File: src/rtl/button_pkg.sv
// Shared definitions for the button gesture classifier: state encoding and
// default timing constants for the 100 MHz board clock.
package button_pkg;

    typedef logic [2:0] state_t;

    localparam state_t IDLE      = 3'd0;
    localparam state_t PRESS1    = 3'd1;
    localparam state_t GAP       = 3'd2;
    localparam state_t PRESS2    = 3'd3;
    localparam state_t LONG_HOLD = 3'd4;

    localparam int unsigned DEF_LONG_CYC   = 32'd50_000_000;
    localparam int unsigned DEF_DBL_CYC    = 32'd25_000_000;
    localparam int unsigned DEF_REPEAT_CYC = 32'd10_000_000;
    localparam int unsigned DEF_CW         = 32'd26;

endpackage

File: src/rtl/gesture_timer.sv
// Shared down-counter for press and gap timing: load wins over decrement,
// and decrement saturates at zero so the counter never wraps.
module gesture_timer
    import button_pkg::*;
#(
    parameter int unsigned CW = DEF_CW
) (
    input  logic          clk,
    input  logic          reset,
    input  logic          load,
    input  logic [CW-1:0] load_val,
    input  logic          dec,
    output logic          q_zero
);

    localparam logic [CW-1:0] ONE = {{(CW-1){1'b0}}, 1'b1};

    logic [CW-1:0] count_q;
    logic [CW-1:0] count_d;

    // Next counter value: load, saturating decrement, or hold.
    always_comb begin
        count_d = count_q;
        if (load) begin
            count_d = load_val;
        end else if (dec && (count_q != '0)) begin
            count_d = count_q - ONE;
        end else begin
            count_d = count_q;
        end
    end

    // Counter register.
    always_ff @(posedge clk or posedge reset) begin
        if (reset) begin
            count_q <= '0;
        end else begin
            count_q <= count_d;
        end
    end

    assign q_zero = (count_q == '0);

endmodule

File: src/rtl/button_gesture.sv
// Classifies debounced presses into single, double and long gestures with
// one-cycle registered pulses. Define GESTURE_REPEAT_EN for long-press auto-repeat.
module button_gesture
    import button_pkg::*;
#(
    parameter int unsigned LONG_CYC   = DEF_LONG_CYC,
    parameter int unsigned DBL_CYC    = DEF_DBL_CYC,
    parameter int unsigned REPEAT_CYC = DEF_REPEAT_CYC,
    parameter int unsigned CW         = DEF_CW
) (
    input  logic clk,
    input  logic reset,
    input  logic btn_level,
    output logic single_tick,
    output logic double_tick,
    output logic long_tick,
    output logic busy
);

    localparam logic [CW-1:0] LONG_LOAD   = CW'(LONG_CYC - 32'd1);
    localparam logic [CW-1:0] DBL_LOAD    = CW'(DBL_CYC - 32'd1);
    localparam logic [CW-1:0] REPEAT_LOAD = CW'(REPEAT_CYC - 32'd1);

    state_t        state_q;
    state_t        state_d;
    logic          single_q;
    logic          single_d;
    logic          double_q;
    logic          double_d;
    logic          long_q;
    logic          long_d;
    logic          tmr_load;
    logic [CW-1:0] tmr_load_val;
    logic          tmr_dec;
    logic          tmr_zero;

    gesture_timer #(
        .CW(CW)
    ) u_timer (
        .clk     (clk),
        .reset   (reset),
        .load    (tmr_load),
        .load_val(tmr_load_val),
        .dec     (tmr_dec),
        .q_zero  (tmr_zero)
    );

    // State and tick registers.
    always_ff @(posedge clk or posedge reset) begin
        if (reset) begin
            state_q  <= IDLE;
            single_q <= 1'b0;
            double_q <= 1'b0;
            long_q   <= 1'b0;
        end else begin
            state_q  <= state_d;
            single_q <= single_d;
            double_q <= double_d;
            long_q   <= long_d;
        end
    end

    // Next-state logic; a second press in GAP beats the gap timeout.
    always_comb begin
        state_d = state_q;
        case (state_q)
            IDLE: begin
                if (btn_level) state_d = PRESS1;
                else           state_d = IDLE;
            end
            PRESS1: begin
                if (!btn_level)    state_d = GAP;
                else if (tmr_zero) state_d = LONG_HOLD;
                else               state_d = PRESS1;
            end
            GAP: begin
                if (btn_level)     state_d = PRESS2;
                else if (tmr_zero) state_d = IDLE;
                else               state_d = GAP;
            end
            PRESS2: begin
                if (!btn_level) state_d = IDLE;
                else            state_d = PRESS2;
            end
            LONG_HOLD: begin
                if (!btn_level) state_d = IDLE;
                else            state_d = LONG_HOLD;
            end
            default: state_d = IDLE;
        endcase
    end

    // Timer control and next tick values; load_val idles at the repeat reload.
    always_comb begin
        tmr_load     = 1'b0;
        tmr_load_val = REPEAT_LOAD;
        tmr_dec      = 1'b0;
        single_d     = 1'b0;
        double_d     = 1'b0;
        long_d       = 1'b0;
        case (state_q)
            IDLE: begin
                if (btn_level) begin
                    tmr_load     = 1'b1;
                    tmr_load_val = LONG_LOAD;
                end else begin
                    tmr_load     = 1'b0;
                end
            end
            PRESS1: begin
                if (!btn_level) begin
                    tmr_load     = 1'b1;
                    tmr_load_val = DBL_LOAD;
                end else if (tmr_zero) begin
                    long_d       = 1'b1;
`ifdef GESTURE_REPEAT_EN
                    tmr_load     = 1'b1;
                    tmr_load_val = REPEAT_LOAD;
`endif
                end else begin
                    tmr_dec      = 1'b1;
                end
            end
            GAP: begin
                if (btn_level) begin
                    tmr_dec  = 1'b0;
                end else if (tmr_zero) begin
                    single_d = 1'b1;
                end else begin
                    tmr_dec  = 1'b1;
                end
            end
            PRESS2: begin
                if (!btn_level) double_d = 1'b1;
                else            double_d = 1'b0;
            end
            LONG_HOLD: begin
`ifdef GESTURE_REPEAT_EN
                if (btn_level && tmr_zero) begin
                    long_d       = 1'b1;
                    tmr_load     = 1'b1;
                    tmr_load_val = REPEAT_LOAD;
                end else if (btn_level) begin
                    tmr_dec      = 1'b1;
                end else begin
                    tmr_dec      = 1'b0;
                end
`else
                tmr_dec = 1'b0;
`endif
            end
            default: begin
                tmr_load = 1'b0;
            end
        endcase
    end

    // Output decode.
    always_comb begin
        busy        = (state_q != IDLE);
        single_tick = single_q;
        double_tick = double_q;
        long_tick   = long_q;
    end

endmodule

File: config.mk
export PLATFORM = sky130hd
export DESIGN_NAME = button_gesture
export DESIGN_NICKNAME = d
export VERILOG_FILES = /design/src/rtl/button_pkg.sv /design/src/rtl/gesture_timer.sv /design/src/rtl/button_gesture.sv
export SDC_FILE = /design/constraint.sdc
export NUM_CORES = 1
export LEC_CHECK = 0
export CORE_MARGIN = 2
export CORE_UTILIZATION = 50
export CTS_CLUSTER_DIAMETER = 120
export DETAILED_ROUTE_END_ITERATION = 8
export PLACE_DENSITY = 0.71
export RECOVER_POWER = 25
export REMOVE_ABC_BUFFERS = 1
export SKIP_CTS_REPAIR_TIMING = 1
export SLEW_MARGIN = 30
export SYNTH_ARGS = -nofsm -noshare
export SYNTH_HDL_FRONTEND = slang
export SYNTH_SLANG_ARGS = --single-unit
export TNS_END_PERCENT = 50
File: constraint.sdc
create_clock -name clk -period 3.4 [get_ports clk]
set_clock_uncertainty 0.15 [all_clocks]
set_input_delay 0.51 -clock clk [delete_from_list [all_inputs] [get_ports clk]]
set_output_delay 0.51 -clock clk [all_outputs]
set_load 0.01 [all_outputs]
==> results.toml <==
[die]
start_util_pct = 51.55
ioPinCount = 7
die_area_um2 = 4252
die_w_um = 65.21
die_y_um = 65.21
coreArea_um2 = 3633
num_rows = 22

[worst_hold_path]
hold_path_depth = 2
worst_hold_startpoint = "u_timer.count_q[20]"
whs_endpoint = "u_timer.count_q[20]"
hp-class = "reg2reg"

[timing]
worstMarginPinSlew_ns = 1.665
worst_slack_ns = 0.6571
hold_viol_final = 0
fin_crit_ns = 2.743
setup_viol = 0
fin_tns_setup_ns = 0
clock.fmax_ghz = 0.3646
rsz0062_at_grt = "false"
fin_crit_sh_pct = 80.67
drv_slew = 33
max-slew-margin-rel_pct = -11.03

[worst_setup_path]
worstReg2RegStart = "u_timer.count_q[0]"
rrSetupSlack_ns = 0.66
required_ns = 3.42
r2r_cells = 7
cp_max_fo = 9
critPathLaunchType = "register"
arrival_ns = 2.77
critical_path_class = "reg2reg"
r2r-end = "u_timer.count_q[4]"
critPathCaptureType = "register"

[synthesis]
yosysUniqueCellTypes = 48
synth_top_cell_by_area = "dfrtp_1"
synth-seq-cells = 32
ys.flop_type = "dfrtp_1"
syn_avg_cell_area_um2 = 10.29
yosysTopAreaCellShare_pct = 42.75
synthCells = 182
synth_edf_count = 0
synth_seq_area_share_pct = 42.75
synthTopCellsByArea = "dfrtp_1, xnor2_1, nand2_1, nor4_1, nor2_1"
synth-async-reset-ratio_pct = 100.0
yosys_warnings = 0
netlist_area_um2 = 1873

[cells_and_area]
drive_above_1_share_pct = 15.10
antenna_cells = 0
area_delta_synth_final_pct = 10.49
fin_cells = 240
nets = 195
fin_util_pct = 56.96
final_common_cell = "dfrtp_1"
layout_common_cells = "dfrtp_1, nand2_1, xnor2_1"

[clocking]
cts_sinks = 32
clkTransAtPathRegs_ns = 0.07
cts_tree = "built"
cts_made_buffers = 5
clk_latency_ns = 0.28
clock_path_buffers = 2
root_buffer = "clkbuf_8"
htree_levels = 2

[placed_design]
dpl.cell_count = 232
place.detailed.hpwl_um = 2830
port-buffer-count = 6
place_congestion = 0.8570
place_worst_setup_slack_ns = 0.4865

[global_route]
grt_first_pass_wirelength_um = 6913
overflow = 0
first_global_vias = 1397
antenna_found_initial = 0
grt_usage_pct = 21.44
grt_max_degree = 33

[power_and_ir_drop]
p_leak_nw = 0.7229
power.density_nw_per_um2 = 476.8
ir_drop_mv = 0.2168

[route]
via_per_inst = 6.183
drt-initial-drc-count = 93
drc = 0
dr.pass1.iters = 4
wl_um = 4013
avgRoutedWirePerCell_um = 16.72
ant_nets = 0
vias = 1484

[run_status]
violations = "capacitance limit, slew limit"
status = "finished with violations"

[flow_run]
max-cap-violations = 1
[area by class of cell]
| cell class | count | area [µm²] |
|---|---|---|
| Clock buffer | 8 | 90.09 |
| Multi-Input combinational cell | 135 | 1006 |
| Inverter | 7 | 26.28 |
| Fill cell | 319 | 1564 |
| Tap cell | 48 | 60.06 |
| Sequential cell | 32 | 800.8 |
| Timing Repair Buffer | 10 | 86.33 |
[how the worst max path moves through the flow]
stage	start	end	slack [ns]	depth (start not counted)
6_report	u_timer.count_q[0]	u_timer.count_q[4]	0.66	7
5_1_grt	u_timer.count_q[0]	u_timer.count_q[4]	0.50	7
4_1_cts	u_timer.count_q[0]	u_timer.count_q[4]	0.70	7
3_5_place_dp	btn_level	u_timer.count_q[25]	0.49	6
3_3_place_gp	btn_level	u_timer.count_q[25]	0.52	6
2_1_floorplan	u_timer.count_q[0]	u_timer.count_q[4]	0.85	7
[report_power, final]
group | total (mW) | internal [mW] | switching [mW]
logic | 0.188 | 0.0828 | 0.106
clock network | 0.298 | 0.165 | 0.134
registers | 0.500 | 0.428 | 0.0716
total | 0.987 | 0.676 | 0.311
[worst max-delay path, stage by stage (launching register included)]
cell     delay [ns]
dfrtp_1        0.45
inv_1          0.09
ha_1           0.34
nor4b_1        0.42
and4_1         0.48
a21oi_1        0.25
a31o_2         0.31
a21o_1         0.14
[kinds of logic (layout without fill, tap and decap cells)]
kind of cell    Yosys count  in the layout  share of synthesized area [%]
simple gates             71             71                          25.38
compound gates           42             42                          17.64
flops                    32             32                          42.75
xor+xnor                 18             18                          8.417
buf+inv                  15             25                          3.540
mux                       3              3                          1.603
fa+ha+maj                 1              1                         0.6679
[sequential cells by signal (all words and copies together) (netlist names)]
register         count
double_tick          1
long_tick            1
u_timer.count_q     26
single_tick          1
state_q              3
[stage by stage]
stage | area, µm² | hold slack (ns) | power [mW]
3_5_place_dp | 1983 | 0.3787 | 0.6911
2_1_floorplan | 1833 | 0.3408 | 0.6285
5_1_grt | 2069 | 0.4116 | 1.045
6_report | 2069 | 0.4025 | 0.9867
4_1_cts | 2073 | 0.3987 | 0.9920
3_3_place_gp | 1983 | 0.3592 | 0.6800
[cells in the mapped netlist, types with 3 or more instances]
| cell | number |
|---|---|
| o211ai_1 | 3 |
| mux2i_1 | 3 |
| nor3_1 | 4 |
| o21ai_1 | 8 |
| nand4_1 | 3 |
| nor2_1 | 13 |
| inv_1 | 6 |
| o2111ai_1 | 3 |
| a2111oi_2 | 3 |
| nand2_1 | 17 |
| nor4_1 | 8 |
| nor4b_1 | 3 |
| a211oi_1 | 6 |
| xnor2_1 | 15 |
| dfrtp_1 | 32 |
| a21oi_1 | 7 |
| xor2_1 | 3 |
| buf_2 | 4 |
[per-layer routing]
layer | GRT usage, % | part of all wire, % | vias to the layer above
li1 | - | - | 709
met1 | 30.00 | 47 | 734
met2 | 32.27 | 47 | 34
met3 | 5.137 | 4.0 | 7
met4 | 8.073 | 1.8 | 0
met5 | 0 | 0 | -
(Power assumes the default switching activity.)
